## src/rtl/fp_align_add.sv

```systemverilog
// Single-precision add/sub front end: unpack, order by magnitude,
// align exponents by iterative right shift, then add significands.
module fp_align_add #(
    parameter int SHIFT_PER_CYCLE = 1
) (
    input  logic        clk,
    input  logic        reset_n,
    input  logic        in_valid,
    output logic        in_ready,
    input  logic [31:0] a,
    input  logic [31:0] b,
    input  logic        sub,
    output logic        out_valid,
    input  logic        out_ready,
    output logic        sign,
    output logic [23:0] fraction,
    output logic [7:0]  exponent,
    output logic        zero,
    output logic        exc
);

    typedef enum logic [2:0] {IDLE, ORDER, ALIGN, ADD, DONE} state_t;

    localparam logic [7:0] SPC = 8'(SHIFT_PER_CYCLE);

    state_t      state_q, state_d;
    logic [31:0] a_q, a_d, b_q, b_d;
    logic        sub_q, sub_d;
    logic [23:0] sig_l_q, sig_l_d, sig_s_q, sig_s_d;
    logic [7:0]  exp_l_q, exp_l_d, d_q, d_d;
    logic        sgn_l_q, sgn_l_d, eff_sub_q, eff_sub_d;
    logic        out_valid_q, out_valid_d, sign_q, sign_d;
    logic [23:0] fraction_q, fraction_d;
    logic [7:0]  exponent_q, exponent_d;
    logic        zero_q, zero_d, exc_q, exc_d;

    logic [23:0] sig_a, sig_b;
    logic [31:0] key_a, key_b;
    logic        sgn_b, swap;
    logic [7:0]  shamt;
    logic [24:0] sum;

    always_comb begin
        sig_a = (a_q[30:23] != 8'd0) ? {1'b1, a_q[22:0]} : 24'd0;
        sig_b = (b_q[30:23] != 8'd0) ? {1'b1, b_q[22:0]} : 24'd0;
        key_a = {a_q[30:23], sig_a};
        key_b = {b_q[30:23], sig_b};
        sgn_b = b_q[31] ^ sub_q;
        swap  = key_b > key_a;
        shamt = (d_q < SPC) ? d_q : SPC;
        // L >= S by construction, so subtraction never wraps
        sum   = eff_sub_q ? ({1'b0, sig_l_q} - {1'b0, sig_s_q})
                          : ({1'b0, sig_l_q} + {1'b0, sig_s_q});

        state_d     = state_q;
        a_d         = a_q;
        b_d         = b_q;
        sub_d       = sub_q;
        sig_l_d     = sig_l_q;
        sig_s_d     = sig_s_q;
        exp_l_d     = exp_l_q;
        d_d         = d_q;
        sgn_l_d     = sgn_l_q;
        eff_sub_d   = eff_sub_q;
        out_valid_d = out_valid_q;
        sign_d      = sign_q;
        fraction_d  = fraction_q;
        exponent_d  = exponent_q;
        zero_d      = zero_q;
        exc_d       = exc_q;

        unique case (state_q)
            IDLE: begin
                if (in_valid) begin
                    a_d   = a;
                    b_d   = b;
                    sub_d = sub;
                    if (a[30:23] == 8'hFF || b[30:23] == 8'hFF) begin
                        state_d     = DONE;
                        out_valid_d = 1'b1;
                        exc_d       = 1'b1;
                        exponent_d  = 8'hFF;
                        fraction_d  = 24'd0;
                        sign_d      = a[31];
                        zero_d      = 1'b0;
                    end else begin
                        state_d = ORDER;
                    end
                end
            end
            ORDER: begin
                sig_l_d   = swap ? sig_b : sig_a;
                sig_s_d   = swap ? sig_a : sig_b;
                exp_l_d   = swap ? b_q[30:23] : a_q[30:23];
                sgn_l_d   = swap ? sgn_b : a_q[31];
                eff_sub_d = a_q[31] ^ sgn_b;
                d_d       = swap ? (b_q[30:23] - a_q[30:23])
                                 : (a_q[30:23] - b_q[30:23]);
                state_d   = (d_d == 8'd0) ? ADD : ALIGN;
            end
            ALIGN: begin
                if (d_q >= 8'd26) begin
                    sig_s_d = 24'd0;
                    d_d     = 8'd0;
                    state_d = ADD;
                end else begin
                    sig_s_d = sig_s_q >> shamt;
                    d_d     = d_q - shamt;
                    if (d_q == shamt) state_d = ADD;
                end
            end
            ADD: begin
                state_d     = DONE;
                out_valid_d = 1'b1;
                exc_d       = 1'b0;
                if (sum == 25'd0) begin
                    zero_d     = 1'b1;
                    sign_d     = 1'b0;
                    exponent_d = 8'd0;
                    fraction_d = 24'd0;
                end else begin
                    zero_d     = 1'b0;
                    sign_d     = sgn_l_q;
                    exponent_d = exp_l_q;
                    fraction_d = sum[24:1];
                end
            end
            DONE: begin
                if (out_ready) begin
                    out_valid_d = 1'b0;
                    state_d     = IDLE;
                end
            end
            default: state_d = IDLE;
        endcase
    end

    always_ff @(posedge clk or negedge reset_n) begin
        if (!reset_n) begin
            state_q     <= IDLE;
            a_q         <= '0;
            b_q         <= '0;
            sub_q       <= 1'b0;
            sig_l_q     <= '0;
            sig_s_q     <= '0;
            exp_l_q     <= '0;
            d_q         <= '0;
            sgn_l_q     <= 1'b0;
            eff_sub_q   <= 1'b0;
            out_valid_q <= 1'b0;
            sign_q      <= 1'b0;
            fraction_q  <= '0;
            exponent_q  <= '0;
            zero_q      <= 1'b0;
            exc_q       <= 1'b0;
        end else begin
            state_q     <= state_d;
            a_q         <= a_d;
            b_q         <= b_d;
            sub_q       <= sub_d;
            sig_l_q     <= sig_l_d;
            sig_s_q     <= sig_s_d;
            exp_l_q     <= exp_l_d;
            d_q         <= d_d;
            sgn_l_q     <= sgn_l_d;
            eff_sub_q   <= eff_sub_d;
            out_valid_q <= out_valid_d;
            sign_q      <= sign_d;
            fraction_q  <= fraction_d;
            exponent_q  <= exponent_d;
            zero_q      <= zero_d;
            exc_q       <= exc_d;
        end
    end

    assign in_ready  = (state_q == IDLE);
    assign out_valid = out_valid_q;
    assign sign      = sign_q;
    assign fraction  = fraction_q;
    assign exponent  = exponent_q;
    assign zero      = zero_q;
    assign exc       = exc_q;

endmodule
```

## config.mk

```make
export PLATFORM = sky130hd
export DESIGN_NAME = fp_align_add
export DESIGN_NICKNAME = d
export VERILOG_FILES = /design/src/rtl/fp_align_add.sv
export SDC_FILE = /design/constraint.sdc
export NUM_CORES = 1
export LEC_CHECK = 0
export ABC_AREA = 1
export BUFFER_PORTS_ARGS = -buffer_cell sky130_fd_sc_hd__buf_2
export CAP_MARGIN = 20
export CELL_PAD_IN_SITES_DETAIL_PLACEMENT = 0
export CELL_PAD_IN_SITES_GLOBAL_PLACEMENT = 1
export CORE_UTILIZATION = 25
export CTS_CLUSTER_DIAMETER = 100
export DETAILED_ROUTE_END_ITERATION = 8
export PLACE_DENSITY_LB_ADDON = 0.1
export SLEW_MARGIN = 5
export SYNTH_ARGS = -nofsm -noshare
export SYNTH_HDL_FRONTEND = slang
export SYNTH_SLANG_ARGS = --single-unit
```

## constraint.sdc

```tcl
create_clock -name clk -period 3.3 [get_ports clk]
set_input_delay 0.165 -clock clk [delete_from_list [all_inputs] [get_ports clk]]
set_output_delay 0.165 -clock clk [all_outputs]
set_load 0.01 [all_outputs]
```

== Word level (Yosys, flattened, before mapping) ==
Index checks and enable logic that the tools add are counted.
W data, S select, Z words.

* Reduce and logical (&&, ||, !) cells: 13
* Multiplexer cells: 41
* $lt $le $gt $ge: 3
* Multiply operators: 0
* Div/mod/pow operators: 0
* Eq/ne operators: 11
* $add $sub $neg: 5
* Shift-type cells: 1
* Bitwise operators: 2

{| class="wikitable"
|+ Operator list
! operator !! count
|-
| $mux W24 || 8
|-
| $pmux W24 S2 || 2
|-
| $mux W8 || 7
|-
| $gt A32 B32 Y1 || 1
|-
| $pmux W8 S2 || 2
|-
| $add A24 B24 Y25 || 1
|-
| $logic_not A25 Y1 || 1
|-
| $mux W25 || 1
|-
| $sub A24 B24 Y25 || 1
|-
| $shr A24 B8 Y24 || 1
|-
| $sub A8 B8 Y8 || 3
|-
| $eq A8 B8 Y1 const B || 2
|-
| $reduce_bool A8 Y1 || 2
|-
| $mux W3 || 5
|-
| $pmux W3 S5 || 1
|-
| $mux W1 || 11
|-
| $eq A8 B8 Y1 || 1
|-
| $ge A8 B5 Y1 const B || 1
|-
| $logic_not A8 Y1 || 1
|-
| $lt A8 B1 Y1 const B || 1
|-
| $eq A3 B2 Y1 const B || 2
|-
| $pmux W1 S2 || 3
|-
| $reduce_and A3 Y1 || 2
|-
| $ne A2 B2 Y1 const B || 2
|-
| other kinds (12) || 14
|}

* Output and inout bits: 37
* Input port bits: 69
* Bits in read-only memories: 0
* Bits in latches: 0
* Register bits: 170
* Logic and storage cells: 92
* Memories kept: 0
* Memory bits (writable): 0

== Depth between registers and ports, before layout ==
Gate-level depths: netlist (run 1).

* Depth after elaboration: 7
* Gate-level depth with buffers: 27

== Least setup slack after synthesis (run 1) ==
Ideal clock, no wire load.

* Kind: register to register
* Start point: reg sig_s_q[1]
* End point: reg exponent_q[0], in the netlist exponent[0]
* Cell stages (with the launch flop): 25
* Slack: -0.072 ns
* Arrival: 3.254 ns
* Path buffers: 0
* Required time: 3.182 ns
* Period minus slack after synthesis: 3.372 ns
* Cells stage by stage: dfrtp_1 inv_1 ha_1 nand4_1 nor2_1 nand2_1 nor3_1 nand3_1 o41ai_1 xor2_1 inv_1 ha_1 nand2_1 inv_1 nand2_1 nor2_1 nand4_1 nand4_1 nand2_1 nor2_1 nand3_1 nor2_1 nand3_2 nand3_1 nand2_1

* Longest elaborated chain between the ends: 5

{| class="wikitable"
|+ RTL lines
! item !! RTL line !! source
|-
| start, declared || 29 || <nowiki>logic [23:0] sig_l_q, sig_l_d, sig_s_q, sig_s_d;</nowiki>
|-
| start signal, assigned || 162 || <nowiki>sig_s_q <= sig_s_d;</nowiki>
|-
| $add A24 B24 Y25 or $sub A24 B24 Y25 (tied branches) || 53, 52 ||
|-
| $mux W25 (*) || 52 || <nowiki>sum = eff_sub_q ? ({1'b0, sig_l_q} - {1'b0, sig_s_q})</nowiki>
|-
| $logic_not A25 Y1 (*) || 116 || <nowiki>if (sum == 25'd0) begin</nowiki>
|-
| $mux W8 (*) || 116 ||
|-
| $pmux W8 S2 (*) || 72 || <nowiki>unique case (state_q)</nowiki>
|-
| end signal, assigned || 170 || <nowiki>exponent_q <= exponent_d;</nowiki>
|-
| end, declared || 34 || <nowiki>logic [7:0] exponent_q, exponent_d;</nowiki>
|}

Every way passes the cells marked *; elsewhere a longest branch is shown, timed or not.
A chain may end at the register's enable or synchronous reset.

== Worst setup path in the final report (run 1) ==
Ends and elaborated chain as after synthesis.

==> reports/results.ini, run 1 <==
[run_status]
status = finished with violations
violations = setup timing

[clock_tree]
htreeDepth = 4
cts_sinks = 170
cts_buffers = 17
cts_tree = done
root_buffer = clkbuf_16
clk-insertion-delay-late_ns = 0.48
ctsLongestPathBuffers = 2
clk_pin_slew_ns = 0.07

[setup_path]
ff2ff_path_depth = 24
worstReg2RegStart = sig_s_q[1]$_DFFE_PN0P_
worstPathCellList = inv_2 > ha_4 > nand4_1 > nor2_2 > nand2_2 > nor3_4 > nand3_2 > o41ai_4 > xor2_1 > inv_1 > ha_4 > nand2_4 > inv_4 > nand2_4 > nor2_4 > nand4_1 > nand4_1 > nand2_2 > nor2_2 > nand3_2 > nor2_4 > nand3_4 > nand3_2 > nand2_1
crit_end = exponent[0]$_DFFE_PN0P_
end_kind = register
crit_type = register to register
r2r_end = exponent[0]$_DFFE_PN0P_
crit_fanout = 8
slowest_stage = dfrtp_1
worst-endpoint-arrival_ns = 4.02
start_kind = register
crit_path_start = sig_s_q[1]$_DFFE_PN0P_
regToRegSetupSlack_ns = -0.35
required_ns = 3.67
critical-path-max-stage-delay_ns = 0.39

[yosys]
yosys.cell_types.count = 47
netlist_top_cells_area = dfrtp_1 37%, nand2_1 15%, ha_1 7.1%
synth_common_cells = 461 x nand2_1, 184 x inv_1, 170 x dfrtp_1, 162 x nor2_1, 131 x o21ai_0
syn-cell-area_sq_um = 11600
synth_top_cell_area_share_pct = 36.6
synth.most_common_cell = nand2_1
synth_warnings = 0
synth_enable_flop_cells = 0
yosysSeqAreaShare_pct = 36.6
synth_seq_cells = 170
synth_top_area_cell = dfrtp_1
ys.flop_type = dfrtp_1
syn_inst = 1617
syn_avg_cell_area_sq_um = 7.18
syn-num-nets = 1755
ys_async_sr_fraction_pct = 100

[floorplan]
rows = 78
die_x_um = 218
start_util_pct = 25.5
coreArea_sq_um = 45600
fp.dieH_um = 218
die_area_sq_um = 47300
pin_count = 106

[sta]
period_share_pct = 111
hold_viol_final = 0
slew_headroom_pct = 38.8
fmax_mhz = 274
setup_viol = 16
fin_crit_ns = 3.65
slew_violations = 0
rsz0062_at_grt = true
worst_clock_skew_ns = 0.0117
setup_slack_ns = -0.352
worst_slew_pin_slew_ns = 0.918

[routing]
wl_per_cell_um = 16.7
drtIter0Drc = 552
post-route-drc-count = 0
viasPerCell = 4.49
ant_nets = 0
routed_wl_um = 43100
dr.pass1.iters = 5
dr_total_vias = 11582

[finish]
multi_input_area_sq_um = 7290
final_area_sq_um = 16700
final-instance-count-excl-fill = 2577
antennaDiodeCount = 0
fin_nets = 2104
regArea_sq_um = 4250
drive_gt1_share_pct = 29.7
area_growth_pct = 44.2
fillers = 4853

[grt]
antenna_found_initial = 0
grt_pass1_wl_um = 65700
grt_max_degree = 103
grt_pass1_vias = 11352
grt-ovfl-total = 0
grt.total_usage_pct = 18.2

[place]
placed_cell_area_sq_um = 14100
dpl.cell_count = 2440
port_buffers = 105
globalplace.congestion = 0.887
dp_hpwl_um = 32300

[flow_run]
cap_violations = 0

[min_path]
hold_path_class = input pin to register

==> cell usage in the layout, fill, tap and decap left out, types with 20 or more instances in the layout <==
cell and count:
a21oi_1 53, a21oi_2 20, a31oi_1 52, buf_2 104, buf_4 193, clkbuf_16 23
dfrtp_1 170, dlygate4sd3_1 66, ha_1 52, inv_1 164, nand2_1 410, nand2_2 50
nand3_1 60, nand4_1 26, nor2_1 126, nor2_4 21, o21ai_0 109, xor2_1 30
==> how the worst min path moves through the flow <==
stage | startpoint | end | slack (ns) | cells past startpoint
floorplan | reset_n | a_q[0]$_DFFE_PN0P_ | -0.13 | 0
global placement | reset_n | exc$_DFFE_PN0P_ | 0.13 | 1
detailed placement | reset_n | exc$_DFFE_PN0P_ | 0.14 | 1
CTS | a[31] | a_q[31]$_DFFE_PN0P_ | 0.04 | 3
global route | a[31] | a_q[31]$_DFFE_PN0P_ | 0.09 | 3
finish | a[31] | a_q[31]$_DFFE_PN0P_ | 0.06 | 3
==> worst max-delay path, delay by kind of cell (launching register included) <==
family,cells,cell delay (ns)
simple gates,17,1.88
fa+ha+maj,2,0.47
flops,1,0.39
compound gates,1,0.38
buf+inv,3,0.26
xor+xnor,1,0.16
==> state kept, by name, indices dropped and copies added (netlist names), 3 cells and up <==
name	flops
sig_l_q	24
state_q	3
exp_l_q	8
sig_s_q	24
a_q	32
exponent	8
b_q	32
fraction	24
d_q	8
==> cell families after synthesis <==
kind of cell	synth area share [%]
AOI/OAI and AO/OA	16.0
xor gates and xnor gates	3.02
adders and majority gates	7.63
buffers and inverters	8.80
DFF	36.6
and+or+nand+nor	27.9
==> final cells by class <==
cell class / count / share of cell area [%]
Sequential cell: 170 / 25.4
Clock buffer: 18 / 2.62
Inverter: 188 / 4.28
Timing Repair Buffer: 394 / 18.7
Clock inverter: 12 / 0.897
Multi-Input combinational cell: 1195 / 43.6
Tap cell: 600 / 4.48
==> metrics by stage <==
step,hold WS (ns),TNS (ns),setup slack [ns],util [%]
2_1_floorplan,-0.131,0,0.00368,-
3_3_place_gp,0.132,-6.30,-0.508,30.8
3_5_place_dp,0.137,-7.41,-0.560,30.8
4_1_cts,0.0364,-5.70,-0.488,34.6
5_1_grt,0.0883,-9.37,-0.611,36.7
6_report,0.0625,-3.57,-0.352,36.7
==> metal layers <==
metal | track usage [%] | share of wire [%]
met2 | 27.5 | 44
met3 | 2.85 | 2.2
met1 | 26.2 | 51
met4 | 5.80 | 2.0
met5 | 0 | 0
==> what timing repair did <==
item / in CTS / in global routing
buffers inserted: 13 / 24
hold endpoints to repair: 108 / 0
endpoints found under the setup margin: 20 / 89
pin swaps: 46 / 107
gates resized for setup: 99 / 172
hold buffers: 66 / 0
gates cloned: 0 / 8
Power of run 1 is not shown: default switching activity piles up to over one toggle a cycle in this logic, so the estimate is an artifact.
==> run 2: changes to the inputs <==
--- a/config.mk
+++ b/config.mk
@@ -13,6 +13,7 @@
 export CORE_UTILIZATION = 25
 export CTS_CLUSTER_DIAMETER = 100
 export DETAILED_ROUTE_END_ITERATION = 8
+export GPL_TIMING_DRIVEN = 0
 export PLACE_DENSITY_LB_ADDON = 0.1
 export SLEW_MARGIN = 5
 export SYNTH_ARGS = -nofsm -noshare
==> run 2 against run 1 <==
  * Setup slack lost 0.092 ns
  * Core utilization shrank 2.6 points
  * First-iteration DRC count shrank 21%
  * Register-to-register slack lost 0.09 ns
  * Flip-flop and latch count is the same
  * Hold slack gained 0.014 ns
  * Via count shrank 3.2%
  * Clock skew grew 0.00065 ns
  * The flow still finishes with violations (setup timing)
  * Sequential share of layout area grew 1.9 points
  * Critical path depth shrank 6
  * Die area is the same
==> reports/results.ini, run 2 (synthesized netlist as in run 1, its figures left out) <==
[clock_tree]
clk_pin_slew_ns = 0.07  ; about the same
root_buffer = clkbuf_16
clk-insertion-delay-late_ns = 0.48  ; about the same
htreeDepth = 4  ; unchanged
cts_tree = done
cts_buffers = 17  ; unchanged
cts_sinks = 170  ; unchanged
ctsLongestPathBuffers = 2  ; unchanged

[finish]
top_regs = a_q: 32 flops, b_q: 32 flops
final_area_sq_um = 15600  ; -7.0%
antennaDiodeCount = 0  ; unchanged
final_common_cell = nand2_1
drive_gt1_share_pct = 22.9  ; -6.8 points
area_growth_pct = 34.1
fillers = 4984  ; +2.7%
most-common-layout-cells = 423 x nand2_1, 165 x dfrtp_1, 163 x inv_1
fin_nets = 2004  ; -4.8%

[sta]
holdWs_ns = 0.0760  ; +0.0135 ns
slew_headroom_pct = 29.9  ; -8.9 points
setup_slack_ns = -0.444  ; -0.0920 ns
setup_viol = 10  ; -6
rsz0062_at_grt = true
slew_violations = 0  ; unchanged
fin_crit_ns = 3.74  ; +0.0920 ns
hold_viol_final = 0  ; unchanged
fmax_mhz = 267  ; -2.5%
worst_slew_pin_slew_ns = 1.04  ; +0.125 ns
period_share_pct = 113  ; +2.8 points
worst_clock_skew_ns = 0.0124  ; +0.000652 ns

[setup_path]
required_ns = 3.67  ; about the same
ff2ff_path_depth = 18  ; -25%
crit_fanout = 10  ; +2
worst-endpoint-arrival_ns = 4.11  ; +0.09 ns
critical-path-max-stage-delay_ns = 0.45  ; +0.06 ns
worstPathCellList = inv_1 > clkbuf_2 > o21ai_0 > xor2_1 > inv_1 > ha_1 > a21oi_2 > nor2_1 > nor2_1 > nand2_1 > xnor2_1 > nand3_1 > nor2_1 > nand3_1 > nor2_2 > nand3_4 > nand3_2 > nand2_1
end_kind = register
worstReg2RegStart = eff_sub_q$_DFFE_PN0P_
slowest_stage = dfrtp_1
regToRegSetupSlack_ns = -0.44  ; -0.09 ns
r2r_end = exponent[2]$_DFFE_PN0P_
start_kind = register
crit_type = register to register
path_common_cell = nor2_1

[routing]
viasPerCell = 4.52  ; +0.60%
dr.pass1.iters = 5  ; unchanged
post-route-drc-count = 0  ; unchanged
wl_per_cell_um = 17.6  ; +5.1%
routed_wl_um = 43600  ; +1.1%
dr_total_vias = 11208  ; -3.2%
ant_nets = 0  ; unchanged
drtIter0Drc = 437  ; -21%

[run_status]
violations = setup timing
status = finished with violations

[min_path]
hold_path_class = input pin to register
holdPathStages = 3  ; unchanged
min-delay-start = a[31]
whs_endpoint = a_q[31]$_DFFE_PN0P_

[floorplan]
rows = 78  ; unchanged
die_area_sq_um = 47300  ; unchanged
start_util_pct = 25.5  ; unchanged
pin_count = 106  ; unchanged
die_x_um = 218  ; unchanged
coreArea_sq_um = 45600  ; unchanged
fp.dieH_um = 218  ; unchanged

[place]
globalplace.congestion = 0.817  ; -7.8%
dp_hpwl_um = 34500  ; +7.0%
placed_cell_area_sq_um = 12900  ; -7.9%
port_buffers = 105  ; unchanged

[flow_run]
cap_violations = 0  ; unchanged

[grt]
grt.total_usage_pct = 18.9  ; +0.74 points
grt_pass1_wl_um = 67600  ; +3.0%
grt-ovfl-total = 0  ; unchanged
grt_pass1_vias = 11227  ; -1.1%
grt_max_degree = 104  ; +0.97%
antenna_found_initial = 1  ; +1

run 2: worst max path at each step:
stage / start / to / slack, ns / cells after the start
6_report: eff_sub_q$_DFFE_PN0P_ / exponent[2]$_DFFE_PN0P_ / -0.44 / 18
5_1_grt: sig_s_q[0]$_DFFE_PN0P_ / exponent[0]$_DFFE_PN0P_ / -0.72 / 26
4_1_cts: sig_s_q[1]$_DFFE_PN0P_ / exponent[0]$_DFFE_PN0P_ / -0.56 / 23
3_5_place_dp: b_q[24]$_DFFE_PN0P_ / exp_l_q[6]$_DFFE_PN0P_ / -1.39 / 18
3_3_place_gp: b_q[24]$_DFFE_PN0P_ / exp_l_q[6]$_DFFE_PN0P_ / -1.40 / 18
2_1_floorplan: sig_s_q[1]$_DFFE_PN0P_ / exponent[0]$_DFFE_PN0P_ / 0.004 / 24
run 2: repair_timing:
action,CTS,global route
hold buffers,66,0
hold endpoints to repair,132,0
pin swaps,58,42
setup buffers,31,26
setup endpoints to repair,88,88
resized for setup,179,79
gates cloned,0,1
run 2: critical path, delay by kind of cell (launching register included):
| family | cells | cell delay (ns) |
|---|---|---|
| adders and majority gates | 1 | 0.38 |
| xor gates and xnor gates | 2 | 0.53 |
| buffers and inverters | 3 | 0.54 |
| DFF | 1 | 0.45 |
| and+or+nand+nor | 10 | 1.28 |
| AOI/OAI and AO/OA | 2 | 0.45 |
run 2: cell type report:
cell class / instances / area (sq um) / area share, %
Inverter: 188 / 716 / 4.60
Sequential cell: 170 / 4260 / 27.4
Buffer: 65 / 360 / 2.31
Multi-Input combinational cell: 1195 / 7150 / 45.9
Clock buffer: 22 / 474 / 3.04
Tap cell: 600 / 751 / 4.82
Timing Repair Buffer: 229 / 1710 / 11.0
Clock inverter: 10 / 155 / 0.996
run 2: stage by stage:
step | std cells | utilization, % | worst slack [ns] | TNS (ns)
after floorplan | 1617 | - | 0.00368 | 0
after global placement | 2322 | 28.3 | -1.40 | -262.70
after detailed placement | 2323 | 28.4 | -1.39 | -85.90
after CTS | 2452 | 33.1 | -0.556 | -5.57
after global routing | 2479 | 34.2 | -0.723 | -8.67
final | 2479 | 34.2 | -0.444 | -4.07
run 2: per-layer routing:
metal,GRT usage [%],routed length [um],up-vias,part of all wire (%)
met5,0,0,-,0
met4,4.95,648,0,1.5
met3,2.58,901,27,2.1
met2,30.9,20400,136,47
met1,26.1,21600,5235,50
li1,-,-,5810,-
Power of run 2 is left out for the same reason.
